===== src/rtl/rob_pkg.sv =====
// Shared ROB/rename types: tag width, the "not renamed" tag value and the
// rename controller's sequencing states.
package rob_pkg;
   localparam int ROBsize      = 32;
   localparam int mapValueSize = $clog2(ROBsize + 1);

   typedef logic [mapValueSize-1:0] tag_t;
   localparam tag_t NO_TAG = '0;

   typedef enum logic [1:0] {
      ST_RUN,
      ST_FLUSH,
      ST_HOLD
   } rename_state_e;
endpackage


===== src/rtl/tag_ring_ptr.sv =====
// Ring pointer over ROB tags 1..ROBsize; tag 0 is reserved, so the pointer
// never takes that value.
module tag_ring_ptr #(
   parameter int ROBsize = 32,
   parameter int W       = $clog2(ROBsize + 1)
) (
   input  logic         clk,
   input  logic         reset,
   input  logic         clr_i,
   input  logic         inc_i,
   output logic [W-1:0] ptr_o
);
   logic [W-1:0] ptr_q, ptr_d;

   always_comb begin
      ptr_d = ptr_q;
      if (clr_i)
         ptr_d = W'(1);
      else if (inc_i)
         ptr_d = (ptr_q == W'(ROBsize)) ? W'(1) : ptr_q + W'(1);
   end

   always_ff @(posedge clk) begin
      if (reset) ptr_q <= W'(1);
      else       ptr_q <= ptr_d;
   end

   assign ptr_o = ptr_q;
endmodule


===== src/rtl/rename_ctrl.sv =====
// Rename controller: hands out ROB tags, drives map-table rename writes and
// commit-time clears, and sequences flush (global clear plus a fixed hold).
module rename_ctrl
   import rob_pkg::*;
#(
   parameter int ROBsize      = rob_pkg::ROBsize,
   parameter int mapValueSize = $clog2(ROBsize + 1),
   parameter int FLUSH_HOLD   = 4
) (
   input  logic                    clk,
   input  logic                    reset,
   input  logic                    dec_valid_i,
   output logic                    dec_ready_o,
   input  logic                    dec_regWrite_i,
   input  logic [4:0]              dec_rd_i,
   output logic [mapValueSize-1:0] dec_tag_o,
   output logic [4:0]              map_writeAddr_o,
   output logic [mapValueSize-1:0] map_writeData_o,
   output logic                    map_regWrite_o,
   input  logic                    com_valid_i,
   input  logic                    com_regWrite_i,
   input  logic [4:0]              com_rd_i,
   output logic [4:0]              map_commitAddr_o,
   input  logic [mapValueSize-1:0] map_commitData_i,
   output logic [31:0]             map_resets_o,
   output logic                    map_reset_o,
   input  logic                    flush_i,
   output logic [mapValueSize-1:0] occupancy_o
);
   localparam int HW = $clog2(FLUSH_HOLD + 1);

   rename_state_e           state_q;
   logic [HW-1:0]           hold_q;
   logic                    map_reset_q;
   logic [mapValueSize-1:0] count_q, count_d;
   logic [mapValueSize-1:0] head, tail;
   logic                    accept, commit, ptr_clr, clear_en;

   assign ptr_clr = (state_q == ST_FLUSH);

   tag_ring_ptr #(.ROBsize(ROBsize), .W(mapValueSize)) u_tail (
      .clk(clk), .reset(reset), .clr_i(ptr_clr), .inc_i(accept), .ptr_o(tail)
   );

   tag_ring_ptr #(.ROBsize(ROBsize), .W(mapValueSize)) u_head (
      .clk(clk), .reset(reset), .clr_i(ptr_clr), .inc_i(commit), .ptr_o(head)
   );

   assign dec_ready_o = ~reset & (state_q == ST_RUN) & ~flush_i &
                        (count_q < mapValueSize'(ROBsize));
   assign accept      = dec_valid_i & dec_ready_o;
   // Retirement only counts in RUN with something live; flush drops it.
   assign commit      = ~reset & com_valid_i & (state_q == ST_RUN) & ~flush_i &
                        (count_q != '0);

   assign dec_tag_o        = tail;
   assign map_writeAddr_o  = dec_rd_i;
   assign map_writeData_o  = tail;
   assign map_regWrite_o   = accept & dec_regWrite_i & (dec_rd_i != 5'd0);
   assign map_commitAddr_o = com_rd_i;
   assign map_reset_o      = map_reset_q;
   assign occupancy_o      = count_q;

   // Clear only if the entry still holds the retiring tag and is not being
   // renamed again this very cycle.
   assign clear_en = commit & com_regWrite_i & (com_rd_i != 5'd0) &
                     (map_commitData_i == head) &
                     ~(map_regWrite_o & (map_writeAddr_o == com_rd_i));

   always_comb begin
      map_resets_o = '0;
      if (clear_en) map_resets_o[com_rd_i] = 1'b1;
   end

   always_comb begin
      count_d = count_q;
      if (ptr_clr)
         count_d = '0;
      else if (accept && !commit)
         count_d = count_q + mapValueSize'(1);
      else if (commit && !accept)
         count_d = count_q - mapValueSize'(1);
   end

   always_ff @(posedge clk) begin
      if (reset) count_q <= '0;
      else       count_q <= count_d;
   end

   always_ff @(posedge clk) begin
      if (reset) begin
         state_q     <= ST_RUN;
         hold_q      <= '0;
         map_reset_q <= 1'b0;
      end else begin
         case (state_q)
            ST_RUN: begin
               if (flush_i) begin
                  state_q     <= ST_FLUSH;
                  map_reset_q <= 1'b1;
               end
            end
            ST_FLUSH: begin
               state_q     <= ST_HOLD;
               hold_q      <= HW'(FLUSH_HOLD);
               map_reset_q <= 1'b0;
            end
            ST_HOLD: begin
               if (flush_i) begin
                  state_q     <= ST_FLUSH;
                  map_reset_q <= 1'b1;
               end else begin
                  hold_q <= hold_q - HW'(1);
                  if (hold_q == HW'(1)) state_q <= ST_RUN;
               end
            end
            default: begin
               state_q     <= ST_RUN;
               map_reset_q <= 1'b0;
            end
         endcase
      end
   end

   a_no_commit_when_empty: assert property (@(posedge clk) disable iff (reset)
      !(com_valid_i && (state_q == ST_RUN) && !flush_i && (count_q == '0)));
endmodule


===== config.mk =====
export PLATFORM = sky130hd
export DESIGN_NAME = rename_ctrl
export DESIGN_NICKNAME = d
export VERILOG_FILES = /design/src/rtl/rob_pkg.sv /design/src/rtl/tag_ring_ptr.sv /design/src/rtl/rename_ctrl.sv
export SDC_FILE = /design/constraint.sdc
export NUM_CORES = 1
export LEC_CHECK = 0
export CAP_MARGIN = 40
export CORE_MARGIN = 3
export CORE_UTILIZATION = 55
export DETAILED_ROUTE_END_ITERATION = 8
export DONT_BUFFER_PORTS = 1
export HOLD_SLACK_MARGIN = 0.12
export PLACE_DENSITY = 0.78
export SYNTH_ARGS = -nofsm -noshare
export SYNTH_HDL_FRONTEND = slang
export SYNTH_SLANG_ARGS = --single-unit

===== constraint.sdc =====
create_clock -name clk -period 3.8 [get_ports clk]
set_input_delay 0.76 -clock clk [delete_from_list [all_inputs] [get_ports clk]]
set_output_delay 0.76 -clock clk [all_outputs]
set_load 0.02 [all_outputs]

**Word-level counts from Yosys, hierarchy flattened**

Index checks and enable logic that the tools add are counted.

- Output and inout bits: 63
- Register bits after elaboration: 24
- Input port bits: 23
- Word-level logic and storage cells: 72

- Magnitude comparators: 3
- Eq/ne operators: 10
- Bitwise operators: 19
- Multiplexer cells: 13
- $add $sub $neg: 5
- Reductions and logical operators: 16

Operators with widths:

| operator | count |
|---|---|
| 2-to-1 mux 32 bit | 1 |
| 2-to-1 mux 6 bit | 4 |
| adder 6 x 1 -> 6 bit, second input constant | 3 |
| bitwise AND 1 bit | 15 |
| equality test 6 bit, second input constant | 2 |
| nonzero test 5 bit | 2 |
| equality test 6 bit | 1 |
| less-than comparator 5 x 6 -> 1 bit, second input constant | 1 |
| less-than comparator 6 bit, second input constant | 1 |
| 2-to-1 mux 2 bit | 3 |
| case mux 2 bit (3 select lines) | 1 |
| case mux 3 bit (2 select lines) | 1 |
| nonzero test 6 bit | 1 |
| OR reduction 2 bit | 3 |
| subtractor 6 x 1 -> 6 bit, second input constant | 1 |
| demux 1 bit (select 5 bit) | 1 |
| equality test 5 bit | 1 |
| >= comparator 5 x 1 -> 1 bit, second input constant | 1 |
| inequality test 2 bit, second input constant | 2 |
| NOT 1 bit | 4 |
| AND reduction 2 bit | 2 |
| nonzero test 2 bit | 2 |
| equality test 3 x 1 -> 1 bit, second input constant | 1 |
| logical AND 1 bit | 3 |
| other kinds (8) | 9 |

**Depth between registers and ports, before layout**

- Depth after elaboration: 11
- Gate-level depth with buffers: 12
- Gate-level depth less buffers: 11

**Modules after synthesis**

A second synthesis with hierarchy kept.

- Cells, all modules: 250
- Area total of the unflattened synthesis: 1994.4 um2

Modules (own cells, without submodules):

| module | cells an instance | instances | area an instance (um2) | sequential area each (um2) |
|---|---|---|---|---|
| rename_ctrl | 190 | 1 | 1418.9 | 240.2 |
| tag_ring_ptr | 30 | 2 | 287.8 | 120.1 |

**Least setup slack after synthesis**

OpenSTA, ideal clock, no wires.

- Path kind: input port to output port
- Start point: in reset
- End point: out map_resets_o[24]
- Arrival time: 2.374 ns
- Buffers on the path: 1
- Setup slack: 0.666 ns
- Required time: 3.040 ns
- Stages on the path: 7
- Cells stage by stage: clkbuf_1 nor4_4 o311a_2 inv_2 nor3_4 nand4_4 nor2_1

- Longest elaborated chain between the ends: 11
- Elaborated cells between the ends (all ways): 18
- Those cells by class: mux: 1; bitwise: 17

RTL lines:

| element | RTL line | source |
|---|---|---|
| start: declaration | rename_ctrl.sv:11 | `input logic reset,` |
| NOT 1 bit * | rename_ctrl.sv:49, rename_ctrl.sv:53 |  |
| bitwise AND 1 bit (3 in series) | rename_ctrl.sv:49 | `assign dec_ready_o = ~reset & (state_q == ST_RUN) & ~flush_i &` |
| bitwise AND 1 bit | rename_ctrl.sv:51 | `assign accept = dec_valid_i & dec_ready_o;` |
| bitwise AND 1 bit (2 in series) | rename_ctrl.sv:59 | `assign map_regWrite_o = accept & dec_regWrite_i & (dec_rd_i != 5'd0);` |
| bitwise AND 1 bit | rename_ctrl.sv:68 | `~(map_regWrite_o & (map_writeAddr_o == com_rd_i));` |
| NOT 1 bit | rename_ctrl.sv:68 |  |
| bitwise AND 1 bit * | rename_ctrl.sv:67 | `(map_commitData_i == head) &` |
| 2-to-1 mux 32 bit * | rename_ctrl.sv:72 | `if (clear_en) map_resets_o[com_rd_i] = 1'b1;` |
| end: declaration | rename_ctrl.sv:25 | `output logic [31:0] map_resets_o,` |

Every way passes the cells marked *; elsewhere a longest branch is shown, timed or not.

**Worst setup path in the final report**

- Start point: reg state_q[1]
- End point: out map_resets_o[8]

- Longest elaborated chain between the ends: 11
- Elaborated cells between the ends (all ways): 17
- Those cells by class: mux: 1; bitwise: 15; reduce/logical: 1

RTL lines:

| element | RTL line | source |
|---|---|---|
| start: declaration | rename_ctrl.sv:32 | `rename_state_e state_q;` |
| start signal: assignment | rename_ctrl.sv:92 | `state_q <= ST_RUN;` |
| start signal: assignment | rename_ctrl.sv:99 | `state_q <= ST_FLUSH;` |
| start signal: assignment | rename_ctrl.sv:104 | `state_q <= ST_HOLD;` |
| zero test 2 bit * | rename_ctrl.sv:49, rename_ctrl.sv:53 |  |
| bitwise AND 1 bit (3 in series) | rename_ctrl.sv:49 |  |
| bitwise AND 1 bit | rename_ctrl.sv:51 |  |
| bitwise AND 1 bit (2 in series) | rename_ctrl.sv:59 |  |
| bitwise AND 1 bit | rename_ctrl.sv:68 |  |
| NOT 1 bit | rename_ctrl.sv:68 |  |
| bitwise AND 1 bit * | rename_ctrl.sv:67 |  |
| 2-to-1 mux 32 bit * | rename_ctrl.sv:72 |  |

Marks and branches as above.

==> metrics.txt <==
outcome=completed; syn nets=280; mean post-synth cell area=7.88 sq um; Setup violations, final=0; fin crit period=3.23 ns; Final Cell Area=1870 sq um; worst-margin pin slew=0.585 ns; clock slew at reported path FFs=0.14 ns; Post-CTS Hold Fix Bufs=0; crit path launch type=flip-flop; GPL Wtd Cong=0.795; r2r startpoint=occupancy_o[5]$_SDFFE_PP0P_; WP data required=3.04 ns; die area=4260 sq um; minimum hold slack=0.486 ns; CP startpoint=state_q[1]$_SDFFE_PP0P_; Antenna Diode Count=0; largest net degree at the start of global routing=15; Synth async-reset ratio=0%; Core Footprint=3200 sq um; first-pass GRT wire length=6110 um; CTS root buffer=clkbuf_4; post-route ant nets=0; fmax=309 MHz; die height=65.2 um; Via density=5.70; routed length per placed instance=15.0 um; placed inst area=1810 sq um; initial antenna violation count=0; max-slew violations=0; post-synthesis register bit count=24; Die X=65.2 um; Clock Latency Late Sink=0.32 ns; HP Class=in2reg; Crit path arrival time=2.47 ns; DR iter-0 viols=75; clock skew=0.00253 ns; final WL=4000 um; CTS Buffer Depth=2; grt total ovfl=0; post-CTS setup buffer count=0; Final Cycle Share=85.0%; crit path max fanout=10; RSZ-0062 raised after global routing=false; mapped cell area=1930 sq um; Worst VDD drop=0.170 mV; CTS buffer count=3; Leakage Power=0.692 nW; Setup WS pre-CTS=0.510 ns; setup TNS=0 ns; DR vias=1521; DRC violations left=0; first-pass detailed-route iteration total=4; ys flop type=dfxtp_1; P per Cell Area=309 nW/um^2; Max-cap violations=0; P&R area growth vs syn=-3.37%; share of post-route cells with drive strength above 1=6.73%; gr usage total=17.9%; port bufs=0; CTS-repair resized insts=0; Mapped Cells=245; Post-Route Utilization=58.2%; Worst setup EP type=primary output; I/O Pins=86; Detailed Place HPWL=3010 um; crit path kind=reg2out; NumNets Final=259; synth unique cells=45; worst rel slew slack=60.6%; CTS tree=built; post-route setup slack=0.568 ns; H-tree levels=1; clk sinks=24; Hold Vio Cnt, Final=0; post-synthesis sequential area ratio=24.9%; yosys warns=0; Post-synth EDFFs=0; starting density of the core=60.3%; vias in the first global route=1258; num rows=20; critical hold path startpoint=reset
registers in the layout (all words and copies together), names as in the netlist:
register / count
state_q: 2
u_tail.ptr_o: 6
map_reset_o: 1
occupancy_o: 6
u_head.ptr_o: 6
hold_q: 3
metal layers:
metal / global-route usage, % / vias to the layer above / wire, um
li1: - / 764 / -
met1: 24.4 / 706 / 1840
met5: 0 / - / 0
met4: 3.89 / 0 / 29
met3: 3.42 / 4 / 217
met2: 29.3 / 47 / 1910
through the flow:
step	instances	total power, mW
CTS	267	0.583
floorplan	245	0.400
global placement	263	0.393
finish	267	0.577
detailed placement	263	0.396
global route	267	0.606
critical path: stages (launching register included):
cell and delay, ns:
dfxtp_1 0.43, nor4_4 0.32, o311a_2 0.31, inv_2 0.09, nor3_4 0.41, nand4b_4 0.22
nor2_1 0.38
final timing paths:
check                                              endpoint  slack, ns  depth (start not counted)
worst max-delay path                        map_resets_o[8]       0.57                          6
worst min-delay path                 hold_q[0]$_SDFFE_PP0P_       0.49                          1
worst max register to register  occupancy_o[5]$_SDFFE_PP0P_       0.57                         11
worst min register to register       hold_q[1]$_SDFFE_PP0P_       0.51                          2
synthesized netlist by cell type, types with 3 or more instances:
| library cell | instances | area share, % |
|---|---|---|
| a21oi_1 | 8 | 2.1 |
| buf_4 | 18 | 7.0 |
| clkbuf_1 | 7 | 1.4 |
| dfxtp_1 | 24 | 25 |
| ha_1 | 11 | 7.1 |
| inv_1 | 12 | 2.3 |
| nand2_1 | 13 | 2.5 |
| nand2b_1 | 5 | 1.6 |
| nand3_1 | 7 | 1.8 |
| nand3b_1 | 5 | 1.9 |
| nand4_1 | 5 | 1.6 |
| nor2_1 | 52 | 10 |
| nor2b_1 | 3 | 0.97 |
| nor3_1 | 5 | 1.3 |
| nor3b_1 | 3 | 1.2 |
| o211ai_1 | 3 | 1.2 |
| o21ai_0 | 3 | 0.78 |
| or4_1 | 3 | 1.2 |
| xnor2_1 | 15 | 6.8 |
| xor2_1 | 10 | 4.5 |
cell usage in the layout, fill, tap and decap left out, drive strengths merged, types with 2 or more instances in the layout:
cell	instances
ha	11
nand3b	5
dfxtp	24
or2	2
nor3b	3
nand2	13
or4	3
inv	13
nor2b	3
clkbuf	3
a21o	2
nor2	52
mux2i	2
a21oi	8
xor2	10
nand4	7
o21ai	5
xnor2	15
o211ai	3
nor4	3
nand2b	5
or3	2
nor3	6
nand3	7
nand4b	3
cell families (layout without fill, tap and decap cells):
group	after synthesis	after routing	share of synthesized area, %
flip-flops	24	24	24.9
multiplexers	2	2	1.04
AND/OR/NAND/NOR	118	118	35.0
buffers and inverters	39	17	11.5
other	1	1	0.194
XOR/XNOR	25	25	11.3
adder cells (fa/ha/maj)	12	12	8.17
AO/OA/AOI/OAI	24	24	7.91
power breakdown:
part | leakage (nW) | switching, mW | internal (mW)
registers | 0.195 | 0.0255 | 0.262
clock network | 0.0279 | 0.0803 | 0.107
logic | 0.469 | 0.0543 | 0.0482
total | 0.692 | 0.160 | 0.417
area by class of cell:
class                      count  area, sq um
clock inverter                 1         30.0
multi-input combinational    182         1230
tap                           44         55.1
clock buffer                   3         22.5
sequential                    24          480
inverter                      13         48.8
fill                         310         1340
No activity file was read; power rests on OpenSTA's default activity.
